[config.mk]
export PLATFORM = sky130hd
export DESIGN_NAME = cache_arbiter
export DESIGN_NICKNAME = d
export VERILOG_FILES = /design/src/rtl/cache_arbiter.sv
export SDC_FILE = /design/constraint.sdc
export NUM_CORES = 1
export LEC_CHECK = 0
export CORE_AREA = 2 2 269 271
export DETAILED_ROUTE_END_ITERATION = 7
export DIE_AREA = 0 0 271 273
export GPL_ROUTABILITY_DRIVEN = 0
export PLACE_DENSITY = 0.37
export SLEW_MARGIN = 15
export SYNTH_ARGS = -nofsm -noshare
export SYNTH_HDL_FRONTEND = slang
export SYNTH_SLANG_ARGS = --single-unit
[constraint.sdc]
create_clock -name clk -period 1.7 [get_ports clk]
set_input_delay 0.34 -clock clk [delete_from_list [all_inputs] [get_ports clk]]
set_output_delay 0.34 -clock clk [all_outputs]
set_load 0.03 [all_outputs]
[src/rtl/cache_arbiter.sv]
// Two-port arbiter that shares one physical-memory port between an I-cache and a D-cache.
// One transfer is in flight at a time, and an idle cycle always separates two transfers.
// Optional build macro: CACHE_ARB_ROUND_ROBIN_EN alternates tie grants using last_grant.
// When the macro is absent, a tie always goes to the D-cache.
module cache_arbiter #(
  parameter int unsigned ADDR_WIDTH = 16,
  parameter int unsigned LINE_WIDTH = 128
) (
  input  logic                  clk,
  input  logic                  reset,
  // I-cache side
  input  logic                  i_pmem_read,
  input  logic [ADDR_WIDTH-1:0] i_pmem_address,
  output logic [LINE_WIDTH-1:0] i_pmem_rdata,
  output logic                  i_pmem_resp,
  // D-cache side
  input  logic                  d_pmem_read,
  input  logic                  d_pmem_write,
  input  logic [ADDR_WIDTH-1:0] d_pmem_address,
  input  logic [LINE_WIDTH-1:0] d_pmem_wdata,
  output logic [LINE_WIDTH-1:0] d_pmem_rdata,
  output logic                  d_pmem_resp,
  // Shared physical memory
  output logic                  pmem_read,
  output logic                  pmem_write,
  output logic [ADDR_WIDTH-1:0] pmem_address,
  output logic [LINE_WIDTH-1:0] pmem_wdata,
  input  logic [LINE_WIDTH-1:0] pmem_rdata,
  input  logic                  pmem_resp
);

  typedef enum logic [1:0] {
    StIdle,
    StServeI,
    StServeD
  } state_e;

  state_e state_q, state_d;
  logic   last_grant_q, last_grant_d;  // 0 = I-cache, 1 = D-cache
  logic   i_req, d_req;
  logic   tie_to_d;

  assign i_req = i_pmem_read;
  assign d_req = d_pmem_read | d_pmem_write;

`ifdef CACHE_ARB_ROUND_ROBIN_EN
  // Give the tie to whichever cache was not granted last.
  assign tie_to_d = ~last_grant_q;
`else
  // Fixed D priority; last_grant is still tracked but cannot change the outcome.
  assign tie_to_d = 1'b1 | last_grant_q;
`endif

  // Fill data goes to both caches; only the granted one sees a resp.
  assign i_pmem_rdata = pmem_rdata;
  assign d_pmem_rdata = pmem_rdata;

  // State and last-grant registers with synchronous reset.
  always_ff @(posedge clk) begin
    if (reset) begin
      state_q      <= StIdle;
      last_grant_q <= 1'b0;
    end else begin
      state_q      <= state_d;
      last_grant_q <= last_grant_d;
    end
  end

  // Next-state decision and memory-port steering.
  always_comb begin
    state_d      = state_q;
    last_grant_d = last_grant_q;
    pmem_read    = 1'b0;
    pmem_write   = 1'b0;
    pmem_address = '0;
    pmem_wdata   = '0;
    i_pmem_resp  = 1'b0;
    d_pmem_resp  = 1'b0;

    unique case (state_q)
      StIdle: begin
        if (i_req && d_req) begin
          state_d      = tie_to_d ? StServeD : StServeI;
          last_grant_d = tie_to_d;
        end else if (d_req) begin
          state_d      = StServeD;
          last_grant_d = 1'b1;
        end else if (i_req) begin
          state_d      = StServeI;
          last_grant_d = 1'b0;
        end
      end

      StServeI: begin
        pmem_read    = i_pmem_read;
        pmem_address = i_pmem_address;
        i_pmem_resp  = pmem_resp;
        // Leave on completion or if the I-cache withdraws its request.
        if (pmem_resp || !i_pmem_read) begin
          state_d = StIdle;
        end
      end

      StServeD: begin
        // A simultaneous read and write is treated as a write.
        pmem_write   = d_pmem_write;
        pmem_read    = d_pmem_read & ~d_pmem_write;
        pmem_address = d_pmem_address;
        pmem_wdata   = d_pmem_wdata;
        d_pmem_resp  = pmem_resp;
        if (pmem_resp || !d_req) begin
          state_d = StIdle;
        end
      end

      default: state_d = StIdle;
    endcase
  end

endmodule

==> results <==
per-layer routing:
layer | track usage [%] | share of wire, % | up-vias
li1 | - | - | 1293
met1 | 3.60 | 26 | 1296
met2 | 9.11 | 49 | 449
met3 | 4.85 | 20 | 85
met4 | 2.36 | 4.1 | 32
met5 | 0.578 | 1.2 | -
layout by cell type, fill, tap and decap left out, types with 2 or more instances in the layout:
cell type                         synthesis  routed
sky130_fd_sc_hd__buf_16                   0       8
sky130_fd_sc_hd__buf_4                  257      17
sky130_fd_sc_hd__dfxtp_2                  0       2
sky130_fd_sc_hd__and2_1                 132      60
sky130_fd_sc_hd__nor2b_1                 16       6
sky130_fd_sc_hd__buf_12                   0      53
sky130_fd_sc_hd__nand2_1                  3       2
sky130_fd_sc_hd__diode_2                  0       3
sky130_fd_sc_hd__o21ai_2                  0       2
sky130_fd_sc_hd__nor2b_2                  0      10
sky130_fd_sc_hd__clkdlybuf4s50_1          0     164
sky130_fd_sc_hd__clkbuf_16                0       4
sky130_fd_sc_hd__buf_6                    0      91
sky130_fd_sc_hd__and2_4                   0      72
sky130_fd_sc_hd__ha_4                     0       3
sky130_fd_sc_hd__inv_1                    4       3
sky130_fd_sc_hd__a22oi_1                 16       2
sky130_fd_sc_hd__a22oi_2                  0      14
layout make-up:
class | instances | area, um^2 | area share [%]
Sequential cell | 2 | 42.5 | 0.610
Antenna cell | 3 | 7.51 | 0.108
Tap cell | 950 | 1190 | 17.0
Multi-Input combinational cell | 180 | 1500 | 21.5
Clock buffer | 3 | 75.1 | 1.08
Inverter | 4 | 17.5 | 0.251
Timing Repair Buffer | 336 | 4150 | 59.4
worst min path at each step:
stage | start | to | slack, ns | cells after the start
final | state_q[1] | state_q[1] | 0.53 | 1
after global routing | state_q[1] | state_q[1] | 0.56 | 1
after detailed placement | state_q[1] | state_q[1] | 0.54 | 1
after floorplan | reset | state_q[0] | 0.41 | 1
after global placement | state_q[1] | state_q[1] | 0.51 | 1
after CTS | state_q[1] | state_q[1] | 0.53 | 1
stage by stage:
step	area, um^2	setup slack [ns]
CTS	6770	-0.203
finish	6970	-0.186
global placement	5980	-0.0592
detailed placement	5980	-0.0493
global route	6970	-0.250
floorplan	3270	0.0230
logic make-up after synthesis:
group	Yosys count	synth area share (%)
buf+inv	279	62.7
simple gates	154	29.4
compound gates	23	5.52
fa+ha+maj	3	1.16
flops	2	1.23
timing repair:
action / in CTS / in global routing
pin swaps: 12 / 5
endpoints found under the hold margin: 0 / 0
setup endpoints to repair: 148 / 150
gates cloned: 7 / 1
resized for setup: 146 / 54
hold buffers: 0 / 0
setup buffers: 3 / 0
power by group:
group,internal [mW],switching [mW],leakage (nW)
Sequential,0.0547,0.00693,0.0172
Combinational,1.92,1.61,2.48
Clock,0.299,0.0533,0.0370
critical path: stages, from the launching register on:
cell	delay (ns)
sky130_fd_sc_hd__dfxtp_2	0.34
sky130_fd_sc_hd__buf_6	0.10
sky130_fd_sc_hd__ha_4	0.14
sky130_fd_sc_hd__buf_6	0.15
sky130_fd_sc_hd__buf_12	0.14
sky130_fd_sc_hd__a22oi_1	0.08
sky130_fd_sc_hd__nor2b_1	0.20
sky130_fd_sc_hd__buf_12	0.16
==> impl_results.html <==
<table>
<tr><th>Metric</th><th>Value</th></tr>
<tr><th colspan="2">Status</th></tr>
<tr><td>Run status</td><td>finished with violations</td></tr>
<tr><td>Violated checks</td><td>negative setup slack</td></tr>
<tr><th colspan="2">Finish</th></tr>
<tr><td>Most flop-heavy register</td><td>state_q</td></tr>
<tr><td>Final core occ</td><td>9.82%</td></tr>
<tr><td>Final layout net count</td><td>roughly 820</td></tr>
<tr><td>Area delta synth-&gt;final</td><td>115%</td></tr>
<tr><td>Count of filler cells inserted in the layout</td><td>8142</td></tr>
<tr><td>Flip-flop count of the largest register after layout</td><td>2</td></tr>
<tr><td>Ratio of cells with drive above 1 in the final layout</td><td>53.3%</td></tr>
<tr><td>Cell Count, Final, Fillers Out</td><td>approximately 1500</td></tr>
<tr><td>Registers with the most flip-flops</td><td>state_q (2)</td></tr>
<tr><th colspan="2">Worst setup path</th></tr>
<tr><td>Setup Crit Path Kind</td><td>flip-flop to output pin</td></tr>
<tr><td>Type of origin of the critical path</td><td>flip-flop</td></tr>
<tr><td>Kind of capture point of the worst setup path</td><td>output pin</td></tr>
<tr><td>Data arrival time of the critical path</td><td>roughly 1.6 ns</td></tr>
<tr><td>Worst setup path startpoint</td><td>state_q[1]</td></tr>
<tr><td>Top fanout value on the critical path</td><td>10</td></tr>
<tr><td>Register-to-register setup slack</td><td>0.08 ns</td></tr>
<tr><td>Number of cells on the worst reg-to-reg path</td><td>7</td></tr>
<tr><td>Termination of the worst setup path</td><td>pmem_address[1]</td></tr>
<tr><td>Critical R2R Capture</td><td>state_q[1]</td></tr>
<tr><td>WP data required</td><td>about 1.4 ns</td></tr>
<tr><td>Source of the worst register-to-register timing path</td><td>state_q[1]</td></tr>
<tr><th colspan="2">Drt</th></tr>
<tr><td>Avg WL per Cell</td><td>around 14 um</td></tr>
<tr><td>First-pass detailed-route iteration total</td><td>4</td></tr>
<tr><td>Remaining design rule violation count</td><td>0</td></tr>
<tr><td>Total number of vias</td><td>3155</td></tr>
<tr><td>Iteration-0 DRC count of the detailed router</td><td>34</td></tr>
<tr><td>Post-route antenna net violation count</td><td>0</td></tr>
<tr><td>Ratio of routed vias to standard cells</td><td>around 2.1</td></tr>
<tr><td>Drt total wl</td><td>roughly 21 mm</td></tr>
<tr><th colspan="2">Clock network</th></tr>
<tr><td>Number of H-tree branching levels</td><td>1</td></tr>
<tr><td>Clock tree buffer depth</td><td>2</td></tr>
<tr><td>CTS Buf Count</td><td>3</td></tr>
<tr><td>Insertion delay of the later-clocked pin in the worst-skew pair</td><td>~0.22 ns</td></tr>
<tr><td>CTS Root Cell</td><td>sky130_fd_sc_hd__clkbuf_16</td></tr>
<tr><td>Clock transition at the registers of the reported paths</td><td>0.03 ns</td></tr>
<tr><td>CTS sink cnt</td><td>2</td></tr>
<tr><td>CTS tree</td><td>built</td></tr>
<tr><th colspan="2">Die</th></tr>
<tr><td>Core Footprint</td><td>71000 um^2</td></tr>
<tr><td>Horizontal extent of the die</td><td>roughly 270 um</td></tr>
<tr><td>Overall die height</td><td>roughly 270 um</td></tr>
<tr><td>Area of the die</td><td>~74000 um^2</td></tr>
<tr><td>Number of cell rows</td><td>just under 100</td></tr>
<tr><td>Number of top-level design ports</td><td>around 700</td></tr>
<tr><td>Initial standard-cell utilization of the core</td><td>4.57%</td></tr>
<tr><th colspan="2">Timing</th></tr>
<tr><td>Slew at the pin with the worst max-slew slack</td><td>approximately 0.33 ns</td></tr>
<tr><td>Setup repair after global routing missed its margin</td><td>yes</td></tr>
<tr><td>Final Hold Slack</td><td>0.532 ns</td></tr>
<tr><td>Final setup vio count</td><td>147</td></tr>
<tr><td>Highest clock rate</td><td>~0.53 GHz</td></tr>
<tr><td>Hold violation total from the final report</td><td>0</td></tr>
<tr><td>Post-route clock period utilization</td><td>111%</td></tr>
<tr><td>Total count of max-transition violations in the final report</td><td>0</td></tr>
<tr><td>Max-Slew Margin vs Limit</td><td>around 78%</td></tr>
<tr><td>Setup TNS</td><td>-18.81 ns</td></tr>
<tr><td>Post-route clock skew</td><td>slightly above 0.0005 ns</td></tr>
<tr><td>Worst setup slack after layout</td><td>-0.186 ns</td></tr>
<tr><td>Final min period</td><td>~1.9 ns</td></tr>
<tr><th colspan="2">Power and ir drop</th></tr>
<tr><td>P_leak</td><td>2.54 nW</td></tr>
<tr><td>Worst vdd rail ir drop</td><td>about 0.00025 V</td></tr>
<tr><td>Sum of internal, switching and leakage power</td><td>a little under 4 mW</td></tr>
<tr><td>Power density relative to cell area</td><td>566 nW/um^2</td></tr>
<tr><th colspan="2">Synthesis</th></tr>
<tr><td>Post-synthesis instance area</td><td>3240 um^2</td></tr>
<tr><td>Part of the Yosys area used for sequential elements</td><td>1.23%</td></tr>
<tr><td>Share of synthesized registers carrying an async set or reset</td><td>0%</td></tr>
<tr><td>Number of warning messages in the yosys log</td><td>0</td></tr>
<tr><td>Most used DFF post-synth</td><td>sky130_fd_sc_hd__dfxtp_1</td></tr>
<tr><td>Avg Synthesized Cell Area</td><td>roughly 7 um^2</td></tr>
<tr><td>Number of flops mapped to enable cells by yosys</td><td>0</td></tr>
<tr><td>Ranking of synthesized cells by instance count</td><td>sky130_fd_sc_hd__buf_4, sky130_fd_sc_hd__and2_1, sky130_fd_sc_hd__a22oi_1, sky130_fd_sc_hd__nor2b_1, sky130_fd_sc_hd__clkbuf_2</td></tr>
<tr><td>Net count of the mapped netlist</td><td>about 760</td></tr>
<tr><td>Yosys top cell by area</td><td>sky130_fd_sc_hd__buf_4</td></tr>
<tr><td>Number of storage elements in the synthesis netlist</td><td>2</td></tr>
<tr><td>Cells taking the most area after synthesis</td><td>sky130_fd_sc_hd__buf_4, sky130_fd_sc_hd__and2_1, sky130_fd_sc_hd__a22oi_1</td></tr>
<tr><td>Post-synth top area share</td><td>about three fifths</td></tr>
<tr><td>Number of distinct library cell variants in the gate-level netlist after synthesis</td><td>21</td></tr>
<tr><td>Cell count after synthesis</td><td>~460</td></tr>
<tr><td>Cell with the most instances after synthesis</td><td>sky130_fd_sc_hd__buf_4</td></tr>
<tr><th colspan="2">GRT</th></tr>
<tr><td>Total global-route track usage</td><td>about 5.1%</td></tr>
<tr><td>Wire length of the first global-routing pass</td><td>~26 mm</td></tr>
<tr><td>Initial antenna violation count</td><td>21</td></tr>
<tr><td>Largest net degree at the start of global routing</td><td>39</td></tr>
<tr><td>Number of global-route vias before repair</td><td>approximately 3400</td></tr>
<tr><td>Congestion Overflow GR</td><td>0</td></tr>
<tr><th colspan="2">Min path</th></tr>
<tr><td>Worst min path class</td><td>flip-flop to flip-flop</td></tr>
<tr><th colspan="2">Placement</th></tr>
<tr><td>Count of buffers inserted at the top-level ports</td><td>around 310</td></tr>
<tr><td>Detailed-placement wirelength estimate</td><td>16.9 mm</td></tr>
<tr><td>Placed Cells</td><td>about 1500</td></tr>
<tr><th colspan="2">Job</th></tr>
<tr><td>Maximum Capacitance Violations</td><td>0</td></tr>
</table>
No activity file was read; power rests on OpenSTA's default activity.
